--- config.mk ---
export PLATFORM = sky130hd
export DESIGN_NAME = snoop_lookup_unit
export DESIGN_NICKNAME = d
export VERILOG_FILES = /design/src/rtl/snoop_lookup_unit.sv
export SDC_FILE = /design/constraint.sdc
export NUM_CORES = 1
export LEC_CHECK = 0
export CORE_MARGIN = 2
export CORE_UTILIZATION = 27
export CTS_BUF_LIST = sky130_fd_sc_hd__clkbuf_16
export DETAILED_ROUTE_END_ITERATION = 8
export SLEW_MARGIN = 15
export SYNTH_ARGS = -nofsm -noshare
export SYNTH_HDL_FRONTEND = slang
export SYNTH_SLANG_ARGS = --single-unit
--- constraint.sdc ---
create_clock -name clk -period 2.5 [get_ports clk]
set_input_delay 0.5 -clock clk [delete_from_list [all_inputs] [get_ports clk]]
set_output_delay 0.5 -clock clk [all_outputs]
set_load 0.05 [all_outputs]
--- src/rtl/snoop_lookup_unit.sv ---
// snoop_lookup_unit
//   Snoop-side tag/state lookup for the L1 data cache. It takes one snoop at a
//   time, reads the addressed set from the state_tag_ram, compares the tag
//   across all ways, applies the MOESI snoop transition to the lowest hit way,
//   writes that state back, and returns a hit/dirty response.
//
// Ports
//   clk, rst               clock, asynchronous active-high reset
//   snp_valid/ready        snoop request handshake (index, tag, type)
//   snp_type               00 BusRd, 01 BusRdX, 10 BusUpgr, 11 treated as BusRd
//   local_lock[_index]     set currently held by the local controller
//   ram_rd_en, ram_index   set read strobe and read/write index
//   ram_rd_tags/states     per-way tags and states, valid the cycle after ram_rd_en
//   ram_wr_en/wr_state     one-hot way write enable and new state
//   resp_*                 response handshake and result fields
//
// States
//   IDLE | waiting for a snoop; snp_ready unless the set is locked locally
//   RD   | ram_rd_en pulse for the latched index
//   CMP  | read data valid; compare tags, compute result and next state
//   WR   | write pulse to the hit way when the state changes
//   RESP | response held until resp_ready
module snoop_lookup_unit #(
  parameter int NUM_WAYS    = 4,
  parameter int TAG_WIDTH   = 22,
  parameter int INDEX_WIDTH = 6,
  parameter int STATE_WIDTH = 3,
  parameter logic [STATE_WIDTH-1:0] M = 3'b000,
  parameter logic [STATE_WIDTH-1:0] O = 3'b001,
  parameter logic [STATE_WIDTH-1:0] E = 3'b010,
  parameter logic [STATE_WIDTH-1:0] S = 3'b011,
  parameter logic [STATE_WIDTH-1:0] I = 3'b100,
  localparam int WAY_BITS = $clog2(NUM_WAYS)
) (
  input  logic                            clk,
  input  logic                            rst,
  input  logic                            snp_valid,
  output logic                            snp_ready,
  input  logic [INDEX_WIDTH-1:0]          snp_index,
  input  logic [TAG_WIDTH-1:0]            snp_tag,
  input  logic [1:0]                      snp_type,
  input  logic                            local_lock,
  input  logic [INDEX_WIDTH-1:0]          local_lock_index,
  output logic                            ram_rd_en,
  output logic [INDEX_WIDTH-1:0]          ram_index,
  input  logic [NUM_WAYS*TAG_WIDTH-1:0]   ram_rd_tags,
  input  logic [NUM_WAYS*STATE_WIDTH-1:0] ram_rd_states,
  output logic [NUM_WAYS-1:0]             ram_wr_en,
  output logic [STATE_WIDTH-1:0]          ram_wr_state,
  output logic                            resp_valid,
  input  logic                            resp_ready,
  output logic                            resp_hit,
  output logic [WAY_BITS-1:0]             resp_way,
  output logic [STATE_WIDTH-1:0]          resp_prev_state,
  output logic                            resp_supply,
  output logic                            resp_multi_hit
);

  typedef enum logic [2:0] {IDLE, RD, CMP, WR, RESP} state_t;

  state_t                 state;
  logic [TAG_WIDTH-1:0]   tag_q;
  logic [1:0]             type_q;

  logic [NUM_WAYS-1:0]    hit_vec;
  logic                   cmp_hit;
  logic                   cmp_multi;
  logic [WAY_BITS-1:0]    cmp_way;
  logic [STATE_WIDTH-1:0] cmp_prev;
  logic [STATE_WIDTH-1:0] cmp_next;

  // Ready is held low during reset so that no request is taken while the
  // FSM is being forced back to IDLE.
  assign snp_ready = !rst && (state == IDLE) &&
                     !(local_lock && (local_lock_index == snp_index));

  always_comb begin
    hit_vec  = '0;
    cmp_way  = '0;
    cmp_prev = I;
    for (int k = 0; k < NUM_WAYS; k++) begin
      hit_vec[k] = (ram_rd_states[k*STATE_WIDTH +: STATE_WIDTH] != I) &&
                   (ram_rd_tags[k*TAG_WIDTH +: TAG_WIDTH] == tag_q);
    end
    // Walk downwards so the lowest matching way is the one that sticks.
    for (int k = NUM_WAYS - 1; k >= 0; k--) begin
      if (hit_vec[k]) begin
        cmp_way  = WAY_BITS'(k);
        cmp_prev = ram_rd_states[k*STATE_WIDTH +: STATE_WIDTH];
      end
    end
    cmp_hit = |hit_vec;
    // More than one bit set: clearing the lowest set bit leaves something.
    cmp_multi = (hit_vec & (hit_vec - NUM_WAYS'(1))) != '0;

    cmp_next = cmp_prev;
    if (type_q == 2'b01 || type_q == 2'b10) begin
      cmp_next = I;
    end else begin
      case (cmp_prev)
        M:       cmp_next = O;
        E:       cmp_next = S;
        default: cmp_next = cmp_prev;
      endcase
    end
  end

  always_ff @(posedge clk or posedge rst) begin
    if (rst) begin
      state           <= IDLE;
      tag_q           <= '0;
      type_q          <= '0;
      ram_rd_en       <= 1'b0;
      ram_index       <= '0;
      ram_wr_en       <= '0;
      ram_wr_state    <= I;
      resp_valid      <= 1'b0;
      resp_hit        <= 1'b0;
      resp_way        <= '0;
      resp_prev_state <= I;
      resp_supply     <= 1'b0;
      resp_multi_hit  <= 1'b0;
    end else begin
      ram_rd_en <= 1'b0;
      ram_wr_en <= '0;
      case (state)
        IDLE: begin
          if (snp_valid && snp_ready) begin
            ram_index <= snp_index;
            tag_q     <= snp_tag;
            type_q    <= snp_type;
            ram_rd_en <= 1'b1;
            state     <= RD;
          end
        end
        RD: begin
          state <= CMP;
        end
        CMP: begin
          resp_hit        <= cmp_hit;
          resp_way        <= cmp_way;
          resp_prev_state <= cmp_prev;
          resp_supply     <= cmp_hit && (cmp_prev == M || cmp_prev == O);
          resp_multi_hit  <= cmp_multi;
          if (cmp_hit && (cmp_next != cmp_prev)) begin
            ram_wr_en    <= NUM_WAYS'(1) << cmp_way;
            ram_wr_state <= cmp_next;
          end
          state <= WR;
        end
        WR: begin
          resp_valid <= 1'b1;
          state      <= RESP;
        end
        RESP: begin
          if (resp_ready) begin
            resp_valid <= 1'b0;
            state      <= IDLE;
          end
        end
        default: state <= IDLE;
      endcase
    end
  end

endmodule

==> out/results.tsv, run 1 <==
metric	value	unit
final wirelength	12200	µm
clock skew	7.23	ps
syn_area_per_cell	8.95	µm²
die span in x	114	µm
critical path class	reg2reg	
critical path launch point type	register	
unrepaired setup endpoints after global routing	yes	
maxcap violations	0	
DRT iter0 DRCs	105	
TritonCTS Buffers	5	
Reg2Reg Depth	11	
hold_buf cts	0	
gr ovfl total	0	
crit path DAT	2790	ps
EDFF count, synth	0	
Pwr Density	795	mW/mm²
most frequent cells in the layout	clkdlybuf4s50_1 (132), nand2_1 (85), buf_4 (77)	
initial antenna violation count	0	
post-synthesis cell type count	49	
die height	114	µm
Overall Global Routing Usage	18.1	%
post-route cell area	0.00597	mm²
count of final setup violators	9	
Req. time, crit path	2660	ps
Final Hold Vio Count	0	
outcome	finished, violations left	
CTS tree	yes	
die area	0.0131	mm²
share of layout cells above drive strength 1	24.6	%
drt drc	0	
fmax	381	MHz
core area	0.0120	mm²
Post-Synth XOR/XNOR Area	25.5	%
Hold Path Stages	2	
dpl hpwl	9920	µm
port bufs	164	
min cycle time layout	2630	ps
Post-Synth Simple-Gate Area	22.4	%
syn_nets	509	
routability cong.	0.908	
failing checks	setup timing	
antenna fix cells	0	
Period Utilization, post-route	105	%
post-place instance area	0.00550	mm²
first-pass GRT wire length	18000	µm
Syn. warnings	0	
leak pwr	2.74	nW
setup TNS	-712	ps
NumNets Final	729	
via count	3345	
IO Count	165	
Hold Crit Class	reg2reg	
CTS max path bufs	2	
Worst-Margin Slew	532	ps
DR pass1 iterations	4	
Fin Hold WS	476	ps
clk_lat worst skew	290	ps
Clock Root Buffer	clkbuf_16	
post-synthesis adder-cell area fraction	0	%
Synth Flop Type	dfrtp_1	
Antenna Nets Post-Route	0	
Cell Area, Synth	0.00329	mm²
initial cell density of the core	27.5	%
main combinational cell family by area after synthesis	XOR/XNOR gates	
Critical Path Sink Type	register	
vias per cell	4.54	
peak supply drop	0.540	mV
WL per Instance	16.5	µm
FP Rows	40	
pre-CTS setup slack	-662	ps
P&R area growth vs syn	81.2	%
asr flop ratio synth	100	%
share of the yosys chip area belonging to registers	38.1	%
Synth Instances	368	
clk slew on worst S/H paths	70	ps
most common cell after layout, fill and taps aside	clkdlybuf4s50_1	
FILL cells	1128	
H-tree levels	2	
number of global-route vias before repair	3491	
Crit Path Max Fanout	6	
max-slew violations	0	
clk sinks	50	
proportion of synthesized area in mux cells	2.39	%
Max-slew headroom	64.4	%
Seq cells post-synth	50	
Compound-Gate Fraction of Synth Area	6.31	%
largest net degree at the start of global routing	30	
setup ws final	-126	ps
[Yosys cell counts (2+ instances only)]
cell / instances / share of area [%]
nand4_1: 12 / 2.3
and2_1: 2 / 0.38
clkbuf_1: 15 / 1.7
nand2_1: 86 / 9.8
a21oi_2: 2 / 0.53
buf_2: 10 / 1.5
o21ai_0: 7 / 1.1
nand3b_1: 2 / 0.46
dfrtp_1: 48 / 36
dfstp_2: 2 / 1.6
buf_1: 3 / 0.34
nor4_1: 15 / 2.8
and3_1: 2 / 0.38
nor3_1: 5 / 0.76
xnor2_1: 39 / 10
or2_2: 2 / 0.38
nand3_1: 3 / 0.46
xor2_1: 57 / 15
nor2_1: 10 / 1.1
nor2_2: 2 / 0.38
a21oi_1: 5 / 0.76
nor3b_1: 2 / 0.46
mux2_2: 7 / 2.4
buf_6: 3 / 1.0
inv_1: 3 / 0.34
[registers in the layout, indices dropped and copies added, names as in the netlist]
signal	cells
ram_index	6
resp_prev_state	3
ram_rd_en	1
tag_q	22
resp_hit	1
type_q	2
ram_wr_en	4
ram_wr_state	3
resp_way	2
resp_supply	1
resp_valid	1
resp_multi_hit	1
state	3
[critical path: stages, from the launching register on]
cell	delay [ps]
dfrtp_2	420
buf_6	140
xor2_2	170
a2111oi_2	300
buf_4	170
nand4_1	120
buf_4	170
nor2_4	110
nand2_2	70
a311o_2	470
a21oi_4	260
nor4_2	80
[worst paths after layout]
check	from	to	slack, ps
min reg2reg	resp_prev_state[2]	resp_prev_state[2]	480
min in group asynchronous	rst	ram_index[4]	660
min	resp_prev_state[2]	resp_prev_state[2]	480
max	tag_q[17]	ram_wr_en[2]	-130
max reg2reg	tag_q[17]	ram_wr_en[2]	-130
max in group asynchronous	rst	resp_prev_state[2]	1470
[layer usage]
metal,global-route usage (%),routed length [µm],share of wire [%]
met1,22.4,5100,42
met2,31.8,5870,48
met3,4.45,956,7.9
met4,4.15,231,1.9
met5,0,0,0
[cell families (layout without fill, tap and decap cells)]
kind of cell	count (synthesis)	in the layout
DFF	50	50
muxes	7	7
and+or+nand+nor	151	151
xor gates and xnor gates	96	96
AOI/OAI and AO/OA	28	28
buffers and inverters	36	257
[final cells by class]
cell class / instances / area [µm²] / share of cell area, %
Timing Repair Buffer: 245 / 2290 / 38.3
Multi-Input combinational cell: 282 / 2080 / 34.8
Sequential cell: 50 / 1260 / 21.1
Tap cell: 147 / 184 / 3.08
Clock buffer: 5 / 125 / 2.10
Clock inverter: 3 / 18.8 / 0.315
Inverter: 4 / 15.0 / 0.252
[what timing repair did]
| action | 4_1_cts | 5_1_grt |
|---|---|---|
| hold endpoints to repair | 0 | 0 |
| buffers inserted | 5 | 6 |
| gates resized for setup | 37 | 39 |
| setup endpoints to repair | 12 | 14 |
| pin swaps | 20 | 20 |
| gates cloned | 0 | 0 |
[per-stage QoR]
stage	cells	util [%]	power [mW]
floorplan	368	-	2.85
global placement	717	46.0	3.85
detailed placement	717	46.0	3.87
CTS	730	48.3	4.73
global route	736	49.9	5.06
finish	736	49.9	4.74
[report_power, final]
group	internal (mW)	switching [mW]
logic	1.30	1.31
clock network	0.368	0.312
registers	1.09	0.368
total	2.76	1.99
No activity file was read; power rests on OpenSTA's default activity.
==> inputs of run 2 (changes only) <==
==> constraint.sdc (replaced) <==
create_clock -name clk -period 2.9 [get_ports clk]
set_input_delay 0.58 -clock clk [delete_from_list [all_inputs] [get_ports clk]]
set_output_delay 0.58 -clock clk [all_outputs]
set_load 0.05 [all_outputs]
==> run 2 against run 1 <==
  * The flow now finishes without violations
  * Flip-flop and latch count unchanged
  * Die area unchanged
  * Total power decreased by 22%
  * Combinational power is 34% lower
  * Worst setup slack gained 190 ps
  * Final cell count fell by 6.9%
  * Register-to-register slack improved by 370 ps
  * Clock skew is 2.5 ps higher
  * First-iteration DRC count shrank 19%
  * Wire length fell by 3.9%
  * Critical path type is now in2reg
  * Critical endpoint is now ram_wr_en[1]
  * Largest power group unchanged
  * Highest routed layer unchanged
==> out/results.tsv, run 2 (synthesized netlist as in run 1, its figures left out) <==
metric	value	unit	change
Largest Register	tag_q		
Hold Path Stages	2		unchanged
clk slew on worst S/H paths	70	ps	about the same
maxcap violations	0		unchanged
P&R area growth vs syn	63.5	%	
FP Rows	40		unchanged
dpl hpwl	9690	µm	-2.2%
outcome	finished clean		
critical path class	in2reg		
final wirelength	11700	µm	-3.9%
H-tree levels	2		unchanged
Net Sw Frac	43.1	%	+1.2 points
via count	3193		-4.5%
share of layout cells above drive strength 1	12.1	%	-13 points
most common cell after layout, fill and taps aside	clkdlybuf4s50_1		
leak pwr	2.28	nW	-17%
flip-flop count of the largest register after layout	22		unchanged
TritonCTS Buffers	5		unchanged
unrepaired setup endpoints after global routing	yes		
Max-slew headroom	53.1	%	-11 points
min cycle time layout	2840	ps	
crit path DAT	3020	ps	+230 ps
max-slew violations	0		unchanged
IO Count	165		unchanged
most frequent cells in the layout	clkdlybuf4s50_1 (163), nand2_1 (86), xor2_1 (57)		
combinational power share	46.7	%	-8.3 points
sequential share of power	37.1	%	+6.4 points
post-route insts no fill	685		-6.9%
clock skew	9.73	ps	+2.51 ps
Fin Hold WS	476	ps	-0.511 ps
count of final setup violators	0		-9
die area	0.0131	mm²	unchanged
P_int	2.09	mW	-24%
antenna fix cells	0		unchanged
clk sinks	50		unchanged
NumNets Final	678		-7.0%
Reg2Reg Depth	9		-2
die span in x	114	µm	unchanged
Critical Path Sink Type	register		
port bufs	164		unchanged
Antenna Nets Post-Route	0		unchanged
initial antenna violation count	0		unchanged
Hold Crit Class	reg2reg		
fmax	352	MHz	
Period Utilization, post-route	97.8	%	
DRT iter0 DRCs	85		-19%
critical path launch point type	input port		
switching pwr	1.59	mW	-20%
Pwr Density	684	mW/mm²	-14%
Crit Path Max Fanout	6		unchanged
vias per cell	4.66		+2.6%
Worst-Margin Slew	702	ps	+169 ps
drt drc	0		unchanged
peak supply drop	0.387	mV	-28%
placed cells	677		-5.6%
Final Hold Vio Count	0		unchanged
routability cong.	0.867		-4.5%
largest net degree at the start of global routing	33		+10%
clock power share	16.2	%	+1.9 points
FILL cells	1178		+4.4%
CTS max path bufs	2		unchanged
Req. time, crit path	3090	ps	+430 ps
clk_lat worst skew	290	ps	about the same
Crit. path cell count	10		-1
Overall Global Routing Usage	18.0	%	-0.13 points
postcts setup bufs	0		-5
crit-path cells	clkdlybuf4s50_1, xor2_1, nor4_1, buf_4, nand4_1, or2_2, nand3_1, a311o_2, a21oi_4, nor4b_2		
CP max stage cell	clkdlybuf4s50_1		
WP buf/inv	2		-1
number of global-route vias before repair	3523		+0.92%
core area	0.0120	mm²	unchanged
initial cell density of the core	27.5	%	unchanged
WL per Instance	17.1	µm	+3.2%
die height	114	µm	unchanged
CP max stage delay	430	ps	-40 ps
gr ovfl total	0		unchanged
top flop regs	tag_q: 22 flops, ram_index: 6 flops, ram_wr_en: 4 flops		
DR pass1 iterations	4		unchanged
Clock Root Buffer	clkbuf_16		
setup TNS	0	ps	+712 ps
CTS tree	yes		
Worst path top cell family by delay	simple AND/OR/NAND/NOR gates		
first-pass GRT wire length	18000	µm	about the same
-- run 2: cell types whose count changed in the layout (fill, tap and decap cells not counted), moves of 8 or more --
cell and change:
buf_4 -48, clkdlybuf4s50_1 +31, dlygate4sd2_1 -15, dlymetal6s2s_1 -16, nor4_1 +8, nor4_2 -8
-- run 2: metrics by stage --
step	worst slack [ps]	area [µm²]	power, mW	util, %
2_1_floorplan	128	3300	2.45	-
3_3_place_gp	-223	5210	3.07	43.6
3_5_place_dp	-222	5210	3.10	43.6
4_1_cts	60.8	5360	3.71	44.8
5_1_grt	-15.6	5390	3.95	45.0
6_report	62.4	5390	3.68	45.0
-- run 2: timing repair --
| action | in CTS | in global routing |
|---|---|---|
| endpoints found under the setup margin | 0 | 8 |
| gates resized for setup | 0 | 4 |
| hold buffers | 0 | 0 |
-- run 2: path summary, 6_finish.rpt --
| path | slack (ps) | end | startpoint |
|---|---|---|---|
| setup / recovery | 60 | ram_wr_en[1] | ram_rd_tags[47] |
| hold / removal | 480 | resp_prev_state[2] | resp_prev_state[2] |
| setup reg to reg | 240 | ram_wr_en[1] | tag_q[3] |
| hold reg to reg | 480 | resp_prev_state[2] | resp_prev_state[2] |
| max in group asynchronous | 1640 | resp_prev_state[2] | rst |
| min in group asynchronous | 660 | ram_index[2] | rst |
-- run 2: worst register-to-register path, cell delays in order, from the launching register on --
cell,delay (ps)
dfrtp_1,490
xor2_1,210
nor4_1,390
buf_4,180
nand4_1,190
or2_2,390
nand3_1,100
a311o_2,270
a21oi_4,100
nor4b_2,240
-- run 2: layer usage --
layer | vias up | part of all wire, % | global-route usage, %
met2 | 133 | 48 | 31.2
met1 | 1491 | 41 | 21.8
met4 | 0 | 1.9 | 4.88
met5 | - | 0 | 0
met3 | 18 | 8.9 | 5.08
li1 | 1551 | - | -
-- run 2: cell type report --
class | count | area [µm²] | share of cell area, %
multi-input cells | 282 | 1900 | 35.2
repair buffers | 194 | 1890 | 35.1
flip-flops and latches | 50 | 1250 | 23.3
well taps | 147 | 184 | 3.42
clock buffers | 5 | 125 | 2.32
clock inverters | 3 | 20.0 | 0.372
inverters | 4 | 15.0 | 0.279
-- run 2: power by group through the flow --
stage	registers, mW	clock network (mW)	logic [mW]
after floorplan	1.23	0	1.22
after global placement	1.38	0	1.69
after detailed placement	1.39	0	1.72
final	1.36	0.596	1.72
after CTS	1.38	0.612	1.73
after global routing	1.41	0.635	1.90
==> inputs of run 3 (changes only) <==
--- a/config.mk
+++ b/config.mk
@@ -9,6 +9,7 @@
 export CORE_UTILIZATION = 27
 export CTS_BUF_LIST = sky130_fd_sc_hd__clkbuf_16
 export DETAILED_ROUTE_END_ITERATION = 8
+export HOLD_SLACK_MARGIN = 0.02
 export SLEW_MARGIN = 15
 export SYNTH_ARGS = -nofsm -noshare
 export SYNTH_HDL_FRONTEND = slang
==> results of run 3 <==
Final layout, timing and power as in run 2 (identical DEF).
